### src/rtl/dec_mult_norm_seq_if.sv
// Operand/multiplier handshake bundle for the BCD operand normalizer.
// master = requester + multiplier side, slave = the normalizer itself.
interface dec_mult_norm_seq_if #(
   parameter int NDIG = 7,
   parameter int EW   = 8
);
   logic              in_valid;
   logic              in_ready;
   logic [EW-1:0]     E1, E2;
   logic [4*NDIG-1:0] M1, M2;
   logic              mul_start;
   logic [EW-1:0]     mul_E1, mul_E2;
   logic [4*NDIG-1:0] mul_M1, mul_M2;
   logic              mul_done;
   logic              op_done;
   logic              op_err;
   logic              busy;
   logic [2:0]        sh1, sh2;

   modport master (
      output in_valid, E1, E2, M1, M2, mul_done,
      input  in_ready, mul_start, mul_E1, mul_E2, mul_M1, mul_M2,
             op_done, op_err, busy, sh1, sh2
   );

   modport slave (
      input  in_valid, E1, E2, M1, M2, mul_done,
      output in_ready, mul_start, mul_E1, mul_E2, mul_M1, mul_M2,
             op_done, op_err, busy, sh1, sh2
   );
endinterface

### src/rtl/dec_mult_norm_seq.sv
// Strips leading zero BCD digits from two operands (bounded by exponent and
// MAXSH), issues one start to the multiplier and waits for done or timeout.
module dec_mult_norm_seq #(
   parameter int NDIG  = 7,
   parameter int EW    = 8,
   parameter int MAXSH = 6,
   parameter int TMO   = 64
) (
   input logic clk,
   input logic rst_n,
   dec_mult_norm_seq_if.slave bus
);
   localparam int MW = 4 * NDIG;
   localparam int CW = (TMO > 1) ? $clog2(TMO) : 1;

   typedef enum logic [1:0] {IDLE, NORM, ISSUE, WAIT} state_t;

   state_t              state_q, state_d;
   logic [1:0][MW-1:0]  m_q;
   logic [1:0][EW-1:0]  e_q;
   logic [1:0][2:0]     sh_q;
   logic [1:0]          shf;
   logic [CW-1:0]       cnt_q;
   logic                done_q, err_q;
   logic                accept, tmo_hit;

   assign accept  = (state_q == IDLE) && bus.in_valid;
   assign tmo_hit = (cnt_q == CW'(TMO - 1));

   // Each operand decides independently; both may shift in the same cycle.
   always_comb begin
      shf = '0;
      for (int i = 0; i < 2; i++)
         shf[i] = (m_q[i][MW-1 -: 4] == 4'd0) && (e_q[i] != '0) &&
                  (sh_q[i] < 3'(MAXSH));
   end

   always_comb begin
      state_d = state_q;
      case (state_q)
         IDLE:    if (bus.in_valid) state_d = NORM;
         NORM:    if (shf == 2'b00) state_d = ISSUE;
         ISSUE:   state_d = WAIT;
         WAIT:    if (bus.mul_done || tmo_hit) state_d = IDLE;
         default: state_d = IDLE;
      endcase
   end

   always_ff @(posedge clk or negedge rst_n) begin
      if (!rst_n) state_q <= IDLE;
      else        state_q <= state_d;
   end

   always_ff @(posedge clk or negedge rst_n) begin
      if (!rst_n) begin
         m_q  <= '0;
         e_q  <= '0;
         sh_q <= '0;
      end else if (accept) begin
         m_q  <= {bus.M2, bus.M1};
         e_q  <= {bus.E2, bus.E1};
         sh_q <= '0;
      end else if (state_q == NORM) begin
         for (int i = 0; i < 2; i++) begin
            if (shf[i]) begin
               m_q[i]  <= {m_q[i][MW-5:0], 4'd0};
               e_q[i]  <= e_q[i] - EW'(1);
               sh_q[i] <= sh_q[i] + 3'd1;
            end
         end
      end
   end

   // Counter is zeroed in ISSUE so it reads 0 on the first WAIT cycle.
   always_ff @(posedge clk or negedge rst_n) begin
      if (!rst_n) begin
         cnt_q  <= '0;
         done_q <= 1'b0;
         err_q  <= 1'b0;
      end else begin
         if (state_q == ISSUE)     cnt_q <= '0;
         else if (state_q == WAIT) cnt_q <= cnt_q + CW'(1);
         done_q <= (state_q == WAIT) && bus.mul_done;
         err_q  <= (state_q == WAIT) && !bus.mul_done && tmo_hit;
      end
   end

   assign bus.in_ready  = (state_q == IDLE);
   assign bus.busy      = (state_q != IDLE);
   assign bus.mul_start = (state_q == ISSUE);
   assign bus.mul_M1    = m_q[0];
   assign bus.mul_M2    = m_q[1];
   assign bus.mul_E1    = e_q[0];
   assign bus.mul_E2    = e_q[1];
   assign bus.sh1       = sh_q[0];
   assign bus.sh2       = sh_q[1];
   assign bus.op_done   = done_q;
   assign bus.op_err    = err_q;
endmodule

### src/flat_wrapper.sv
// flat-port wrapper written by rule: the top's interface ports become plain ports
module dec_mult_norm_seq_flat 
#(
   parameter int NDIG  = 7,
   parameter int EW    = 8,
   parameter int MAXSH = 6,
   parameter int TMO   = 64
)
  (clk, rst_n, bus_in_valid, bus_E1, bus_E2, bus_M1, bus_M2, bus_mul_done, bus_in_ready, bus_mul_start, bus_mul_E1, bus_mul_E2, bus_mul_M1, bus_mul_M2, bus_op_done, bus_op_err, bus_busy, bus_sh1, bus_sh2);
  dec_mult_norm_seq_if #(.NDIG(NDIG), .EW(EW)) bus_i ();
  input logic clk;
  input logic rst_n;
  input wire logic [$bits(bus_i.in_valid)-1:0] bus_in_valid;
  input wire logic [$bits(bus_i.E1)-1:0] bus_E1;
  input wire logic [$bits(bus_i.E2)-1:0] bus_E2;
  input wire logic [$bits(bus_i.M1)-1:0] bus_M1;
  input wire logic [$bits(bus_i.M2)-1:0] bus_M2;
  input wire logic [$bits(bus_i.mul_done)-1:0] bus_mul_done;
  output wire logic [$bits(bus_i.in_ready)-1:0] bus_in_ready;
  output wire logic [$bits(bus_i.mul_start)-1:0] bus_mul_start;
  output wire logic [$bits(bus_i.mul_E1)-1:0] bus_mul_E1;
  output wire logic [$bits(bus_i.mul_E2)-1:0] bus_mul_E2;
  output wire logic [$bits(bus_i.mul_M1)-1:0] bus_mul_M1;
  output wire logic [$bits(bus_i.mul_M2)-1:0] bus_mul_M2;
  output wire logic [$bits(bus_i.op_done)-1:0] bus_op_done;
  output wire logic [$bits(bus_i.op_err)-1:0] bus_op_err;
  output wire logic [$bits(bus_i.busy)-1:0] bus_busy;
  output wire logic [$bits(bus_i.sh1)-1:0] bus_sh1;
  output wire logic [$bits(bus_i.sh2)-1:0] bus_sh2;
  assign bus_i.in_valid = bus_in_valid;
  assign bus_i.E1 = bus_E1;
  assign bus_i.E2 = bus_E2;
  assign bus_i.M1 = bus_M1;
  assign bus_i.M2 = bus_M2;
  assign bus_i.mul_done = bus_mul_done;
  assign bus_in_ready = bus_i.in_ready;
  assign bus_mul_start = bus_i.mul_start;
  assign bus_mul_E1 = bus_i.mul_E1;
  assign bus_mul_E2 = bus_i.mul_E2;
  assign bus_mul_M1 = bus_i.mul_M1;
  assign bus_mul_M2 = bus_i.mul_M2;
  assign bus_op_done = bus_i.op_done;
  assign bus_op_err = bus_i.op_err;
  assign bus_busy = bus_i.busy;
  assign bus_sh1 = bus_i.sh1;
  assign bus_sh2 = bus_i.sh2;
  dec_mult_norm_seq #(.NDIG(NDIG), .EW(EW), .MAXSH(MAXSH), .TMO(TMO)) u_core (.clk(clk), .rst_n(rst_n), .bus(bus_i));
endmodule
### config.mk
export PLATFORM = sky130hd
export DESIGN_NAME = dec_mult_norm_seq_flat
export DESIGN_NICKNAME = d
export VERILOG_FILES = /design/src/rtl/dec_mult_norm_seq_if.sv /design/src/rtl/dec_mult_norm_seq.sv /design/src/flat_wrapper.sv
export SDC_FILE = /design/constraint.sdc
export NUM_CORES = 1
export LEC_CHECK = 0
export CORE_UTILIZATION = 48
export DETAILED_ROUTE_END_ITERATION = 12
export GPL_TIMING_DRIVEN = 0
export PLACE_DENSITY = 0.95
export SYNTH_ARGS = -nofsm -noshare
export SYNTH_HDL_FRONTEND = slang
export SYNTH_SLANG_ARGS = --single-unit
### constraint.sdc
create_clock -name clk -period 7.7 [get_ports clk]
set_input_delay 1.54 -clock clk [delete_from_list [all_inputs] [get_ports clk]]
set_output_delay 1.54 -clock clk [all_outputs]
set_load 0.005 [all_outputs]
==> metrics.md <==
| Metric | Value |
|---|---|
| Setup TNS | `0 ns` |
| Final period utilization | `between 40% and 50%` |
| Synthesized flop and latch total | `around 90` |
| Width of the die | `around 96 um` |
| VDD IR-drop max | `~190 uV` |
| Initial DRC count | `~150` |
| Slew HR | `a little over two fifths` |
| Core area | `~8300 um2` |
| Synth top area share | `52.46%` |
| RSZ-0062 raised after global routing | `no` |
| Area Growth Syn to Fin | `46.35%` |
| Kind of critical path | `flip-flop to primary output` |
| Post-synth cell types | `37` |
| # setup viols final | `0` |
| Worst clock skew | `between 0.01 and 0.015 ns` |
| Overflow after GRT | `0` |
| Setup WS pre-CTS | `approximately 4 ns` |
| Cell area after synthesis | `approximately 4200 um2` |
| Post-synth net total | `~540` |
| # IOs | `about 160` |
| First-pass GRT wire length | `19710 um` |
| Warning count from the yosys run | `0` |
| Pin count of the biggest net entering global routing | `54` |
| Nets | `slightly above 700` |
| Slew Viols, Final | `0` |
| Initial DRT Pass Iterations | `4` |
| Clock Path Buffers | `2` |
| Drt wl/cell | `roughly 17 um` |
| Die height | `roughly 96 um` |
| Startpoint Class | `flip-flop` |
| CP arrival | `between 1.5 and 2 ns` |
| Hpwl dp | `9525 um` |
| Resized Gates After CTS | `0` |
| Vias in the first global route | `a little over 4000` |
| DR vias | `approximately 4100` |
| Number of cell rows | `33` |
| Final hold violations | `0` |
| Area contributors post-synth | `dfrtp_1 52%, nand2_1 9.1%, o21ai_0 5.7%` |
| Initial Util | `approximately 50%` |
| Mean Syn Cell Area | `slightly above 9 um2` |
| Leading area contributor after synthesis | `dfrtp_1` |
| Sink Count | `between 80 and 90` |
| Most frequent cell after synthesis | `nand2_1` |
| Max Fclk | `between 300 and 400 MHz` |
| Gp weighted congestion | `roughly 0.88` |
| Post-CTS setup buffers | `0` |
| Final WL | `12610 um` |
| Synth top cells by count | `102 x nand2_1, 88 x dfrtp_1, 48 x o21ai_0` |
| Ant. Diodes | `0` |
| CP max-delay cell | `clkdlybuf4s50_1` |
| Max cap viols | `0` |
| Synth async-reset ratio | `100.0%` |
| Critical path fanouts, max | `8` |
| Initial antenna violation count | `0` |
| Post-route minimum period | `between 3 and 4 ns` |
| Post-Synthesis Cells | `between 400 and 500` |
| Post-DRT Antenna Nets | `0` |
| Register area share after synthesis | `52.46%` |
| Die area | `a little over 9000 um2` |
| Share of layout cells above drive strength 1 | `4.502%` |
| Worst setup EP type | `primary output` |
| CP peak stage delay | `about 0.57 ns` |
| Clock buffer count from CTS | `9` |
| Leak pwr | `2.517 nW` |
| Worst-path clk slew | `~0.08 ns` |
| EDFF count, synth | `0` |
| Total design power | `2.253 mW` |
| DR DRC count | `0` |
| H-Tree Level Count | `3` |
| Total track usage | `~29%` |
| Clock Latency Late Sink | `approximately 0.36 ns` |
| HP Class | `flip-flop to flip-flop` |
| Pwr Density | `366.8 nW/um2` |
| Most common flop cell mapped by yosys | `dfrtp_1` |
| Cell breakdown of the critical path | `inv_1 > ha_1 > clkdlybuf4s50_1` |
| CTS Root Cell | `clkbuf_8` |
| Worst slew pin tran | `~0.85 ns` |
| Post-cts hold buffer count | `0` |
| CP required | `a little over 6 ns` |
| Final worst slack | `4.389 ns` |
| Port Buffers | `between 150 and 200` |
| CTS tree | `built` |
| DR vias/cell | `5.578` |
| Status | `completed` |
layer usage:
layer,vias up,track usage (%),part of all wire [%]
met1,1988,33.59,40
met4,0,12.94,2.5
li1,1853,-,-
met2,181,49.82,50
met3,33,6.778,7.4
met5,-,0,0
kinds of logic (layout without fill, tap and decap cells):
logic type	count (synthesis)	count (layout)	share of synthesized area [%]
and+or+nand+nor	179	179	18.57
DFF	88	88	52.46
xor gates and xnor gates	21	21	4.382
buffers and inverters	37	210	3.755
AOI/OAI and AO/OA	88	88	11.45
muxes	25	25	6.110
adders and majority gates	11	11	3.279
layout by cell type (no fill, tap or decap), types with 9 or more instances in the layout:
cell type	netlist	layout
mux2i_1	23	23
a21oi_1	14	14
clkbuf_8	0	9
clkbuf_1	23	23
nor2_1	40	40
o21ai_0	48	48
nand2_1	102	102
xor2_1	15	15
clkdlybuf4s50_1	0	157
a31oi_1	21	21
dfrtp_1	88	88
ha_1	11	11
final cells by class:
cell class / instances / area (um2)
Sequential cell: 88 / 2202
Fill cell: 621 / 2197
Multi-Input combinational cell: 324 / 1838
Timing Repair Buffer: 159 / 1607
Tap cell: 105 / 131.4
Buffer: 29 / 127.6
Clock buffer: 9 / 123.9
Clock inverter: 5 / 83.83
Inverter: 8 / 30.03
report_power, final:
| group | internal [mW] | switching [mW] | total (mW) | leakage [nW] |
|---|---|---|---|---|
| clock | 0.180 | 0.167 | 0.347 | 0.0974 |
| sequential | 0.669 | 0.210 | 0.879 | 1.07 |
| combinational | 0.587 | 0.440 | 1.03 | 1.35 |
registers in the layout (all words and copies together), names as in the netlist:
| signal | flops |
|---|---|
| u_core.state_q | 2 |
| u_core.bus.sh2 | 3 |
| u_core.bus.mul_E1 | 8 |
| u_core.bus.op_done | 1 |
| u_core.bus.mul_E2 | 8 |
| u_core.bus.mul_M1 | 28 |
| u_core.cnt_q | 6 |
| u_core.bus.op_err | 1 |
| u_core.bus.sh1 | 3 |
| u_core.bus.mul_M2 | 28 |
worst max-delay path, delay by kind of cell (launching register included):
kind       cells  cell delay (ns)
fa+ha+maj      1             0.33
buf+inv        2             0.68
flops          1             0.41
per-stage QoR:
| step | cell area [um2] | util, % | std cells | hold WS (ns) |
|---|---|---|---|---|
| floorplan | 4198 | - | 449 | 0.5049 |
| global placement | 5911 | 70.87 | 712 | 0.5279 |
| detailed placement | 5936 | 71.17 | 713 | 0.5293 |
| CTS | 6143 | 73.66 | 727 | 0.5514 |
| global route | 6143 | 73.66 | 727 | 0.5650 |
| finish | 6143 | 73.66 | 727 | 0.5468 |
worst paths after layout:
| check | start | to | slack (ns) | cells after the start |
|---|---|---|---|---|
| worst max-delay path | u_core.state_q[0]$_DFFE_PN0P_ | bus_mul_start | 4.39 | 3 |
| max in group asynchronous | rst_n | u_core.bus.mul_M2[20]$_DFFE_PN0P_ | 5.93 | 2 |
| min in group asynchronous | rst_n | u_core.bus.mul_E1[2]$_DFFE_PN0P_ | 1.14 | 1 |
| worst min-delay path | u_core.cnt_q[4]$_DFFE_PN0P_ | u_core.cnt_q[4]$_DFFE_PN0P_ | 0.55 | 2 |
| worst max register to register | u_core.state_q[1]$_DFFE_PN0P_ | u_core.bus.mul_M2[20]$_DFFE_PN0P_ | 4.46 | 9 |
| worst min register to register | u_core.cnt_q[4]$_DFFE_PN0P_ | u_core.cnt_q[4]$_DFFE_PN0P_ | 0.55 | 2 |
(Power assumes the default switching activity.)
